<file path="src/rtl/uart_tx_corr4_pkg.sv">
// rtl/uart_tx_corr4_pkg.sv - shared types and constants for the uart_tx_corr4 transmitter
package uart_tx_corr4_pkg;

    typedef enum logic [1:0] {
        ST_IDLE  = 2'd0,
        ST_START = 2'd1,
        ST_DATA  = 2'd2,
        ST_STOP  = 2'd3
    } tx_state_t;

    localparam int PRESCALE_MULT = 8;
    localparam int PRESCALE_W    = 16;
    localparam int PERIOD_W      = PRESCALE_W + $clog2(PRESCALE_MULT);

    // Frame index runs 0 (start) .. data_width+1 (stop) and must not wrap.
    function automatic int bit_cnt_width(input int data_width);
        return $clog2(data_width + 2);
    endfunction

endpackage

</file>
<file path="src/rtl/uart_tx_corr4_if.sv">
// rtl/uart_tx_corr4_if.sv - stream handshake bundle feeding the transmitter
interface uart_tx_corr4_if #(
    parameter int DATA_WIDTH = 8
);
    logic [DATA_WIDTH-1:0] tdata;
    logic                  tvalid;
    logic                  tready;

    modport master (output tdata, output tvalid, input tready);
    modport slave  (input tdata, input tvalid, output tready);

endinterface

</file>
<file path="src/rtl/uart_tx_corr4_baud.sv">
// rtl/uart_tx_corr4_baud.sv - bit-period down-counter, ticks on the last cycle of each bit
module uart_tx_corr4_baud
    import uart_tx_corr4_pkg::*;
(
    input  logic                clk,
    input  logic                rst,
    input  logic                load,
    input  logic [PERIOD_W-1:0] period,
    input  logic                run,
    output logic                tick
);

    logic [PERIOD_W-1:0] cnt;

    always_ff @(posedge clk or posedge rst) begin
        if (rst) begin
            cnt <= '0;
        end else if (load) begin
            cnt <= period - PERIOD_W'(1);
        end else if (run && (cnt != '0)) begin
            cnt <= cnt - PERIOD_W'(1);
        end
    end

    assign tick = run && (cnt == '0);

endmodule

</file>
<file path="src/rtl/uart_tx_corr4.sv">
// rtl/uart_tx_corr4.sv - stream-to-serial UART transmitter, start + DATA_WIDTH bits LSB first + stop
module uart_tx_corr4
    import uart_tx_corr4_pkg::*;
#(
    parameter int DATA_WIDTH = 8
) (
    input  logic                  clk,
    input  logic                  rst,
    uart_tx_corr4_if.slave        s_axis,
    output logic                  txd,
    output logic                  busy,
    input  logic [PRESCALE_W-1:0] prescale
);

    localparam int BCW = bit_cnt_width(DATA_WIDTH);
    localparam logic [BCW-1:0] LAST_DATA = BCW'(DATA_WIDTH);

    tx_state_t             state;
    tx_state_t             state_nxt;
    logic [DATA_WIDTH-1:0] shreg;
    logic [BCW-1:0]        bit_cnt;
    logic [PERIOD_W-1:0]   period_q;
    logic [PERIOD_W-1:0]   period_new;
    logic [PERIOD_W-1:0]   load_val;
    logic [PRESCALE_W-1:0] ps_eff;
    logic                  ready_en;
    logic                  accept;
    logic                  tick;
    logic                  run;
    logic                  load;
    logic                  shift;

    assign ps_eff     = (prescale == '0) ? PRESCALE_W'(1) : prescale;
    assign period_new = PERIOD_W'(ps_eff) * PERIOD_W'(PRESCALE_MULT);
    assign accept     = s_axis.tvalid && s_axis.tready;
    assign run        = (state != ST_IDLE);
    assign load_val   = accept ? period_new : period_q;

    uart_tx_corr4_baud u_baud (
        .clk    (clk),
        .rst    (rst),
        .load   (load),
        .period (load_val),
        .run    (run),
        .tick   (tick)
    );

    always_ff @(posedge clk or posedge rst) begin
        if (rst) begin
            state <= ST_IDLE;
        end else begin
            state <= state_nxt;
        end
    end

    always_comb begin
        state_nxt = state;
        case (state)
            ST_IDLE:  if (accept) state_nxt = ST_START;
            ST_START: if (tick) state_nxt = ST_DATA;
            ST_DATA:  if (tick && (bit_cnt == LAST_DATA)) state_nxt = ST_STOP;
            ST_STOP:  if (tick) state_nxt = ST_IDLE;
            default:  state_nxt = ST_IDLE;
        endcase
    end

    // Outputs decode straight from the state register so reset forces txd high at once.
    always_comb begin
        txd           = 1'b1;
        busy          = 1'b0;
        s_axis.tready = 1'b0;
        load          = 1'b0;
        shift         = 1'b0;
        case (state)
            ST_IDLE: begin
                s_axis.tready = ready_en;
                load          = accept;
            end
            ST_START: begin
                txd  = 1'b0;
                busy = 1'b1;
                load = tick;
            end
            ST_DATA: begin
                txd   = shreg[0];
                busy  = 1'b1;
                load  = tick;
                shift = tick;
            end
            ST_STOP: begin
                busy = 1'b1;
            end
            default: begin
                txd = 1'b1;
            end
        endcase
    end

    // The frame index stops at the stop bit, keeping it inside BCW bits.
    always_ff @(posedge clk or posedge rst) begin
        if (rst) begin
            shreg    <= '0;
            bit_cnt  <= '0;
            period_q <= '0;
            ready_en <= 1'b0;
        end else begin
            ready_en <= 1'b1;
            if (accept) begin
                shreg    <= s_axis.tdata;
                bit_cnt  <= '0;
                period_q <= period_new;
            end else if (tick && (state != ST_STOP)) begin
                bit_cnt <= bit_cnt + BCW'(1);
                if (shift) begin
                    shreg <= shreg >> 1;
                end
            end
        end
    end

endmodule

</file>
<file path="src/flat_wrapper.sv">
// flat-port wrapper written by rule: the top's interface ports become plain ports
module uart_tx_corr4_flat import uart_tx_corr4_pkg::*;
#(
    parameter int DATA_WIDTH = 8
)
  (clk, rst, txd, busy, prescale, s_axis_tdata, s_axis_tvalid, s_axis_tready);
  uart_tx_corr4_if #(.DATA_WIDTH(DATA_WIDTH)) s_axis_i ();
  input  logic clk;
  input  logic rst;
  output logic txd;
  output logic busy;
  input  logic [PRESCALE_W-1:0] prescale;
  input wire logic [$bits(s_axis_i.tdata)-1:0] s_axis_tdata;
  input wire logic [$bits(s_axis_i.tvalid)-1:0] s_axis_tvalid;
  output wire logic [$bits(s_axis_i.tready)-1:0] s_axis_tready;
  assign s_axis_i.tdata = s_axis_tdata;
  assign s_axis_i.tvalid = s_axis_tvalid;
  assign s_axis_tready = s_axis_i.tready;
  uart_tx_corr4 #(.DATA_WIDTH(DATA_WIDTH)) u_core (.clk(clk), .rst(rst), .s_axis(s_axis_i), .txd(txd), .busy(busy), .prescale(prescale));
endmodule
</file>
<file path="config.mk">
export PLATFORM = sky130hd
export DESIGN_NAME = uart_tx_corr4_flat
export DESIGN_NICKNAME = d
export VERILOG_FILES = /design/src/rtl/uart_tx_corr4_pkg.sv /design/src/rtl/uart_tx_corr4_if.sv /design/src/rtl/uart_tx_corr4_baud.sv /design/src/rtl/uart_tx_corr4.sv /design/src/flat_wrapper.sv
export SDC_FILE = /design/constraint.sdc
export NUM_CORES = 1
export LEC_CHECK = 0
export ABC_AREA = 1
export BUFFER_PORTS_ARGS = -buffer_cell sky130_fd_sc_hd__buf_4
export CAP_MARGIN = 30
export CORE_MARGIN = 3
export CORE_UTILIZATION = 55
export CTS_BUF_LIST = sky130_fd_sc_hd__clkbuf_8 sky130_fd_sc_hd__clkbuf_16
export DETAILED_ROUTE_END_ITERATION = 6
export HOLD_SLACK_MARGIN = 0.05
export PLACE_DENSITY_LB_ADDON = 0.3
export RECOVER_POWER = 25
export SLEW_MARGIN = 20
export SYNTH_ARGS = -nofsm -noshare
export SYNTH_HDL_FRONTEND = slang
export SYNTH_SLANG_ARGS = --single-unit
export TNS_END_PERCENT = 1
</file>
<file path="constraint.sdc">
create_clock -name clk -period 4.6 [get_ports clk]
set_input_delay 1.38 -clock clk [delete_from_list [all_inputs] [get_ports clk]]
set_output_delay 1.38 -clock clk [all_outputs]
set_load 0.05 [all_outputs]
</file>
# After elaboration in Yosys (flattened, before gate mapping)
# Index checks and enable logic that the tools add are counted.
# op_classes
add_sub_neg,3
n_eq_ne,9
mux,19
n_reduce_logical,17
# op_table
op,n
2-to-1 mux 19 bit,3
"subtractor 19 x 1 -> 19 bit, second input constant",2
2-to-1 mux 8 bit,3
logical NOT 19 bit,1
nonzero test 19 bit,1
logical NOT 16 bit,1
2-to-1 mux 16 bit,1
2-to-1 mux 2 bit,4
2-to-1 mux 4 bit,2
"inequality test 2 x 1 -> 1 bit, second input constant",4
case mux 2 bit (4 select lines),1
nonzero test 2 bit,4
logical AND 1 bit,5
"adder 4 x 1 -> 4 bit, second input constant",1
"== test 2 bit, second input constant",2
"== test 4 bit, second input constant",1
case mux 1 bit (2 select lines),2
AND reduction 4 bit,1
2-to-1 mux 1 bit,3
OR reduction 3 bit,1
"== test 2 x 1 -> 1 bit, second input constant",1
logical NOT 2 bit,1
"inequality test 2 bit, second input constant",1
AND reduction 2 bit,1
OR reduction 2 bit,1
# totals
ff_bits,53
word_cells,54

# Longest topological paths before layout
# logic_depth
depth_word,6
mapped_depth,20
ltp_nobuf,19

# By module
# A second synthesis with hierarchy kept.
# unflattened
cells_unflattened,497
hier_area_um2,3347.0
# by_module_without_submodules
mod,n_inst,cells_each,area_each_um2
uart_tx_corr4,1,205,1674.1
uart_tx_corr4_baud,1,292,1672.9

# Worst setup path before layout
# No wires, ideal clock.
# synth_path
kind,register -> output
startpoint,reg u_core.state[0]
endpoint,out txd
t_arrival_ns,1.825
required_time_ns,3.220
slack_ns,1.395
path_stages_with_launch,5
path_buffers,0
path_cell_list,dfrtp_1 > inv_1 > ha_1 > inv_1 > o21ai_0
# synth_between
elab_chain_cells,2
# synth_rtl
item,line_no,rtl
from (decl),uart_tx_corr4.sv:18,tx_state_t state;
from (signal assigned),uart_tx_corr4.sv:52,state <= state_nxt;
== test 2 bit or == test 2 x 1 -> 1 bit (tied branches),uart_tx_corr4.sv:74,case (state)
case mux 1 bit (2 select lines) *,uart_tx_corr4.sv:74,
to (decl),flat_wrapper.sv:10,output logic txd;
# Mark *: on every way between the ends. The rest lies on a longest branch, timed or not.

# Final worst setup path
# layout_path
startpoint,in s_axis_tvalid
endpoint,reg u_core.u_baud.cnt[16]
# layout_between
elab_chain_cells,4
# layout_rtl
item,line_no,rtl
from (decl),flat_wrapper.sv:14,input wire logic [$bits(s_axis_i.tvalid)-1:0] s_axis_tvalid;
logical AND 1 bit *,uart_tx_corr4.sv:35,assign accept = s_axis.tvalid && s_axis.tready;
2-to-1 mux 19 bit,uart_tx_corr4.sv:37,assign load_val = accept ? period_new : period_q;
subtractor 19 x 1 -> 19 bit,uart_tx_corr4_baud.sv:19,cnt <= period - PERIOD_W'(1);
2-to-1 mux 19 bit,uart_tx_corr4_baud.sv:18,end else if (load) begin
to (signal assigned),uart_tx_corr4_baud.sv:19,
to (signal assigned),uart_tx_corr4_baud.sv:21,cnt <= cnt - PERIOD_W'(1);
to (decl),uart_tx_corr4_baud.sv:13,logic [PERIOD_W-1:0] cnt;
# Marked as above.
# A chain may end at the register's enable or synchronous reset.

==> flow_summary.ini <==
[global_route]
antenna_found_initial = 0
grt_pass1_vias = 3003
grtUsageTotal_pct = 23.9
grt_max_degree = 37
grt_first_pass_wirelength_mm = 14.1
overflow = 0

[yosys]
synth_top_flop_cell = dfrtp_1
synth-xor-area-share_pct = 1.00
syn_area_um2 = 3500
ys_warn_count = 0
synth_top_family_by_area = simple AND/OR/NAND/NOR gates
synth.distinct_cells = 38
synth_cells = 514
synth-seq-cells = 53
syn_area_per_cell_um2 = 6.82
synthSimpleGateAreaFrac_pct = 36.4
synthArstFlopShare_pct = 100
synth_edf_count = 0
synth.area.mux_share_pct = 0
synth_compound_area_share_pct = 10.3
ys_seq_area_share_pct = 37.9
syn_nets = 549
synthAdderAreaFrac_pct = 2.86

[critical_path]
reg2reg_from = u_core.state[0]
worst_path_largest_cell_delay_ns = 0.39
path_cells = buf_4 -> nand2_2 -> inv_1 -> nand2_1 -> buf_4 -> nand2_4 -> nand2_1 -> nand2_1 -> nor2_1 -> nand2_1 -> nor2_1 -> nand2_1 -> nand2_1 -> nand2_1 -> nand2_1 -> o21ai_1
crit_top_cell = nand2_1
crit_required_ns = 4.79
start_kind = input port
setup.worst_path.start = s_axis_tvalid
slowest_stage = nand2_2
critPathMaxFanout = 33
end_kind = register
critPathKind = input port to register
crit_arrival_ns = 3.77

[timing]
drv_slew = 0
fin_crit_sh_pct = 77.8
clock_skew_ns = 0.0184
max_freq_ghz = 0.279
whs_ns = 0.471
worst_slew_pin_slew_ns = 1.38
fin_crit_ns = 3.58
finalSetupViolCount = 0
finalSetupTns_ns = 0
rsz0062_at_grt = no
maxSlewHeadroom_pct = 7.90
hold_violations = 0

[worst_hold_path]
hp-class = register to register
worstHoldStart = u_core.period_q[1]

[detailed_routing]
drc_errors = 0
wire_per_inst_um = 13.6
routed_via_density = 5.29
route.met3.wl_um = 514
first_pass_iters = 5
vias = 3244
wl_met1_mm = 4.03
met2_length_mm = 3.61
drtIter0Drc = 317
wirelength_mm = 8.32
ant_nets = 0
top_layer = met4

[clocking]
numCtsBuffers = 5
hold_buffers = 0
clock_path_buffers = 2
ctsResizeCount = 0
cts_tree = built
cts_root_buf = clkbuf_8
clkSinkCount = 53
clkTransAtPathRegs_ns = 0.09
cts-htree-levels = 2
clock_latency_ns = 0.32
cts_setup_buffers = 0

[status]
status = complete, no violations

[layout]
area_delta_synth_final_pct = 9.43
num-fill-cells = 563
antenna_cells = 0
fin_util_pct = 63.3
nets = 573
drive_gt1_share_pct = 13.0

[die]
start_util_pct = 57.8
rows = 28
die_y_um = 85.8
die_w_um = 85.8
die_area_um2 = 7360
coreArea_um2 = 6060
io_pins = 30

[power_and_ir_drop]
pwr_density_cell_nw_per_um2 = 202
leakagePower_uw = 0.00196
ir_worst_vdd_uv = 170

[placed_design]
gp_congestion = 0.978
port_buffers = 29
dp_hpwl_mm = 6.11

[job]
drv_cap = 0
==> layout make-up <==
cell class,instances,area (µm²),area share [%]
Clock buffer,6,82.6,2.15
Timing Repair Buffer,34,255,6.66
Multi-Input combinational cell,365,1770,46.2
Clock inverter,1,7.51,0.196
Inverter,79,297,7.73
Tap cell,75,93.8,2.45
Sequential cell,53,1330,34.6
==> worst paths after layout <==
kind / slack (ns) / depth (start not counted) / endpoint
setup / recovery: 1.02 / 16 / u_core.u_baud.cnt[16]
min in group asynchronous: 1.45 / 2 / u_core.u_baud.cnt[17]
max in group asynchronous: 2.17 / 3 / u_core.state[1]
hold reg to reg: 0.47 / 2 / u_core.period_q[1]
hold / removal: 0.47 / 2 / u_core.period_q[1]
setup reg to reg: 1.35 / 19 / u_core.u_baud.cnt[16]
==> cells in the final DEF (no fill, tap or decap), types with 2 or more instances in the layout <==
cell and count:
o21ai_1 11, buf_4 33, nand4_1 7, dfrtp_1 53
nand2_1 171, nand2_2 10, clkbuf_8 6, or2_2 2
a21oi_1 6, nor3_1 2, ha_1 8, o211ai_1 8
nor2_2 9, inv_1 77, nor2_1 34, xor2_1 4
nand3_1 43, o21ai_0 34, a31oi_1 2, nand3_2 2
==> cells in the mapped netlist (3+ instances only) <==
cell type,n,share of area [%]
nand3_1,43,6.1
nand2_1,171,18
ha_1,8,2.9
clkbuf_1,8,0.86
xor2_1,4,1.0
nor2_1,34,3.6
o21ai_0,34,4.9
inv_1,77,8.3
a21oi_1,6,0.86
nand4_1,7,1.2
buf_6,3,0.96
dfrtp_1,53,38
o21ai_1,11,1.6
o211ai_1,8,1.7
nand2_2,10,1.8
nor2_2,9,1.6
buf_2,3,0.43
==> per-layer routing <==
| layer | global-route usage, % | vias up |
|---|---|---|
| met5 | 0 | - |
| met4 | 7.48 | 0 |
| met3 | 2.98 | 15 |
| met2 | 36.6 | 99 |
| met1 | 35.3 | 1478 |
| li1 | - | 1652 |
==> worst max-delay path, delay by kind of cell <==
family	cells	cell delay (ns)
buffers and inverters	3	0.58
AOI/OAI and AO/OA	1	0.06
and+or+nand+nor	12	1.74
==> kinds of logic (layout without fill, tap and decap cells) <==
group,Yosys count,in the layout
AO/OA/AOI/OAI,65,65
XOR/XNOR,4,4
adder cells (fa/ha/maj),8,8
buffers and inverters,96,120
flip-flops,53,53
other,1,1
AND/OR/NAND/NOR,287,287
==> registers in the layout, summed over array words and instances (netlist names) <==
register	cells
u_core.shreg	8
u_core.ready_en	1
u_core.bit_cnt	4
u_core.u_baud.cnt	19
u_core.period_q	19
u_core.state	2
==> where the power goes <==
group	total, µW	switching (µW)	leakage [µW]	internal [µW]
registers	466	0.113	0.000646	466
logic	32.0	16.3	0.00127	15.7
clock network	277	158	0.0000433	119
total	775	174	0.00196	601
==> through the flow <==
step / cell area (µm²) / total power (µW) / setup slack [ns] / std cells
6_report: 3830 / 775 / 1.02 / 613
5_1_grt: 3830 / 801 / 0.764 / 613
4_1_cts: 3830 / 781 / 1.09 / 613
3_5_place_dp: 3740 / 508 / 0.758 / 606
3_3_place_gp: 3740 / 508 / 0.783 / 606
2_1_floorplan: 3500 / 486 / 1.40 / 514
Power figures use the tool's default switching activity.
